**src/rtl/writeback_regfile.sv**
```systemverilog
// Write-back stage and general register file.
// Selects the W-stage result (load data or ALU result), commits it to a
// 2**ADDR_W x DATA_W register file, and serves two combinational read ports.
// The read ports give a written value in the same cycle as its write
// (write-first bypass). The selected result is also exported for forwarding.
module writeback_regfile #(
    parameter int DATA_W   = 16,
    parameter int ADDR_W   = 4,
    parameter int ZERO_REG = 1
) (
    input  logic              clk,
    input  logic              reset,
    input  logic              MemToRegW,
    input  logic              RegWriteW,
    input  logic [ADDR_W-1:0] destAddW,
    input  logic [DATA_W-1:0] MemReadDataW,
    input  logic [DATA_W-1:0] alu_resultW,
    input  logic [ADDR_W-1:0] srcAddA,
    input  logic [ADDR_W-1:0] srcAddB,
    output logic [DATA_W-1:0] readDataA,
    output logic [DATA_W-1:0] readDataB,
    output logic [DATA_W-1:0] resultW,
    output logic              wbValidW,
    output logic [15:0]       wbCount
);

    localparam int NUM_REGS = 1 << ADDR_W;
    localparam bit HARD_ZERO = (ZERO_REG != 0);

    logic [DATA_W-1:0] regFile [NUM_REGS];

    // Result select is a plain mux; no width change.
    assign resultW = MemToRegW ? MemReadDataW : alu_resultW;

    // A write to R0 is dropped entirely when R0 is hardwired to zero.
    // RegWriteW gates everything, so don't-care address/data cannot leak in.
    assign wbValidW = RegWriteW & ~(HARD_ZERO & (destAddW == '0));

    // One storage word per register; each word only loads when it is the
    // committed destination. Async clear keeps reset effective immediately.
    generate
        for (genvar gi = 0; gi < NUM_REGS; gi++) begin : g_reg
            always_ff @(posedge clk or posedge reset) begin
                if (reset) begin
                    regFile[gi] <= '0;
                end else if (wbValidW && (destAddW == ADDR_W'(gi))) begin
                    regFile[gi] <= resultW;
                end
            end
        end
    endgenerate

    // Commit counter; natural 16-bit wrap.
    always_ff @(posedge clk or posedge reset) begin
        if (reset) begin
            wbCount <= '0;
        end else if (wbValidW) begin
            wbCount <= wbCount + 16'd1;
        end
    end

    // Read port priority: reset/zero-register forcing beats the bypass,
    // and the bypass beats storage.
    function automatic logic [DATA_W-1:0] readPort(input logic [ADDR_W-1:0] addr);
        logic [DATA_W-1:0] value;
        value = regFile[addr];
        if (wbValidW && (addr == destAddW)) begin
            value = resultW;
        end
        if (reset || (HARD_ZERO && (addr == '0))) begin
            value = '0;
        end
        return value;
    endfunction

    // Port A read (combinational).
    always_comb begin
        readDataA = readPort(srcAddA);
    end

    // Port B read (combinational).
    always_comb begin
        readDataB = readPort(srcAddB);
    end

endmodule

```
**config.mk**
```make
export PLATFORM = sky130hd
export DESIGN_NAME = writeback_regfile
export DESIGN_NICKNAME = d
export VERILOG_FILES = /design/src/rtl/writeback_regfile.sv
export SDC_FILE = /design/constraint.sdc
export NUM_CORES = 1
export LEC_CHECK = 0
export BUFFER_PORTS_ARGS = -buffer_cell sky130_fd_sc_hd__clkbuf_2
export CAP_MARGIN = 20
export CELL_PAD_IN_SITES_DETAIL_PLACEMENT = 1
export CELL_PAD_IN_SITES_GLOBAL_PLACEMENT = 2
export CORE_MARGIN = 1.5
export CORE_UTILIZATION = 36
export DETAILED_ROUTE_END_ITERATION = 10
export PLACE_DENSITY = 0.88
export SYNTH_ARGS = -nofsm -noshare
export SYNTH_HDL_FRONTEND = slang
export SYNTH_SLANG_ARGS = --single-unit
```
**constraint.sdc**
```tcl
create_clock -name clk -period 8.9 [get_ports clk]
set_input_delay 0.89 -clock clk [delete_from_list [all_inputs] [get_ports clk]]
set_output_delay 0.89 -clock clk [all_outputs]
set_load 0.02 [all_outputs]
```
==> flow_summary.ini <==
[min_path]
worstHoldEndpoint = regFile[248]
hp-class = flop to flop
whs_path_depth = 0
hold_start = regFile[248]

[logic_synthesis]
synth.area.top_cells = dfrtp_1, mux2i_1, mux4_2
yosysWarnings = 0
syn_nets = 1464
syn_area_um2 = 14530
yosysSeqAreaShare_pct = 46.84
synth-seq-cells = 272
ys_types = 38
synth_top_area_share_pct = 46.84
synth.avg_cell_area_um2 = 10.27
syn-instance-count = 1415
yosysTopAreaCell = dfrtp_1

[sta]
finClkSkew_ps = 3.612
worst_pin_slew_ps = 1119
rsz0062_at_grt = no
setup_viol = 0
finalMaxSlewViolations = 0
final.setup.tns_ps = 0
relSlewSlack_pct = 25.15
finalCriticalPeriod_ps = 5009
final-hold-violation-count = 0
fmax_mhz = 199.6
fin_crit_sh_pct = 56.29

[setup_path]
cp_slowest_cell = or2_1
reg2reg_setup_slack_ps = 7300
cp_max_fo = 23
required_ps = 8010
r2r_cells = 4
slowest_delay_ps = 800
crit_chain = buf_4, buf_4, xnor2_1, nand4_2, or2_1, a31oi_1, clkbuf_2
worst_setup_path_start_kind = primary input
crit_buf_inv = 3
r2r_start = wbCount[0]
worst_setup_path_end_kind = primary output
critPathKind = primary input to primary output
r2r-end = wbCount[15]
critPathMostFrequentCell = buf_4
arrival_ps = 4120
cp_top_family = simple AND/OR/NAND/NOR gates

[grt]
grt_use_total_pct = 24.69
overflow = 0
antenna_found_initial = 0
grt_pass1_vias = 12660
grt_max_degree = 137
grt_pass1_wl_um = 77740

[floorplan]
dieArea_um2 = 41580
fp.dieW_um = 203.9
row_count = 73
ios = 113
fp.dieH_um = 203.9
start_util_pct = 36.49
core_area_um2 = 39820

[detailed_routing]
vias_per_cell = 5.962
drt-total-wl_um = 50800
drt_iter0_drc = 912
drc = 0
ant_nets = 0
dr.pass1.iters = 5
vias = 11901
routedWlPerCell_um = 25.45

[clock_tree]
clk_path_buf_depth = 3
cts_root_buf = clkbuf_16
cts_buffers = 30
cts_repair_resize_count = 0
clkTransAtPathRegs_ps = 60
cts.htree.levels = 1
insertion_delay_ps = 580
cts_hold_buffers = 0
cts_sinks = 272
cts_tree = built
post_cts_buffers = 0

[finish]
n_antenna_cell = 0
area_growth_pct = 12.42
nets = 1500
fin_util_pct = 41.02
fin_area_um2 = 16330
layout-drive-gt1-share_pct = 19.51

[placed_design]
port_buffers = 112
place_area_um2 = 15340
gp_congestion = 0.8495
dp_hpwl_um = 33020

[outcome]
status = complete, no violations

[power]
powerDensity_nw_per_um2 = 242.2
cellLeakagePower_nw = 7.093
p_total_w = 0.003957
ir_drop_uv = 151.2

[job]
drv_cap = 0
-- worst reg2reg max path: cells and delay by family (launching register included) --
| kind | cells | cell delay (ps) |
|---|---|---|
| flops | 1 | 440 |
| simple gates | 3 | 920 |
| xor+xnor | 1 | 170 |
-- power by group --
part / leakage (nW) / internal [W] / switching (W) / total, W
clock: 0.498 / 0.000754 / 0.000520 / 0.00127
combinational: 3.33 / 0.000408 / 0.000528 / 0.000936
sequential: 3.26 / 0.00151 / 0.000235 / 0.00175
-- per-layer routing --
layer	global-route usage, %	vias to the layer above	wire length, um
li1	-	5190	-
met1	32.23	6171	21290
met2	41.98	436	24940
met3	3.045	104	2951
met4	9.127	0	1623
met5	0	-	0
-- cell families after synthesis --
logic type,Yosys count,share of synthesized area [%]
AOI/OAI and AO/OA,403,16.00
adders and majority gates,1,0.08610
muxes,210,19.99
DFF,272,46.84
xor gates and xnor gates,23,1.386
buffers and inverters,173,5.907
and+or+nand+nor,333,9.782
-- cells in the mapped netlist --
cell type	n
a31oi_1	30
nand3b_1	4
or2_1	2
o21a_2	2
nand3_1	37
a211oi_1	32
mux2_2	2
nand2_1	87
mux4_2	64
o41ai_4	1
nor3b_1	1
nor2_1	173
buf_2	42
inv_1	21
buf_1	1
clkbuf_2	5
or3b_1	4
buf_4	14
or3_4	1
o31ai_1	32
or3_1	6
o22ai_1	64
nand4_1	1
a21oi_1	162
nand4_2	2
nor4_2	1
ha_1	1
nor3_1	4
dfrtp_1	272
xnor2_1	16
nand2b_1	5
o21ai_0	80
clkbuf_1	77
nor2b_1	3
and3_1	2
buf_6	13
mux2i_1	144
xor2_1	7
-- state kept, by name, summed over array words and instances, names as in the netlist --
signal,flops
regFile,256
wbCount,16
-- placed cells by master (no fill, tap or decap), types with 32 or more instances in the layout --
master,count
o22ai_1,64
dfrtp_1,272
buf_4,46
clkbuf_2,108
nand3_1,37
o21ai_0,80
a21oi_1,162
a211oi_1,32
mux4_2,64
mux2i_1,144
nor2_1,164
o31ai_1,32
nand2_1,87
-- worst max-delay path by stage --
stage / from / end / slack [ps] / depth (start not counted)
after floorplan: reset / readDataA[10] / 120 / 5
after global placement: srcAddA[0] / readDataA[9] / 4080 / 7
after detailed placement: srcAddA[0] / readDataA[9] / 4040 / 7
after CTS: srcAddA[0] / readDataA[9] / 4030 / 7
after global routing: srcAddA[0] / readDataA[9] / 3860 / 7
final: srcAddA[0] / readDataA[9] / 3890 / 7
-- layout make-up --
cell class	instances	area [um^2]
fillers	4451	23490
clock inverters	8	93.84
inverters	21	86.33
flip-flops and latches	272	6807
well taps	525	656.9
multi-input cells	970	6890
repair buffers	156	895.9
clock buffers	44	904.6
-- stage by stage --
stage | worst slack (ps) | cells | hold slack (ps)
2_1_floorplan | 119.4 | 1415 | 448.8
5_1_grt | 3864 | 1996 | 413.8
6_report | 3891 | 1996 | 398.0
3_3_place_gp | 4078 | 1944 | 384.0
4_1_cts | 4034 | 1996 | 404.3
3_5_place_dp | 4037 | 1944 | 390.7
Power figures use the tool's default switching activity.
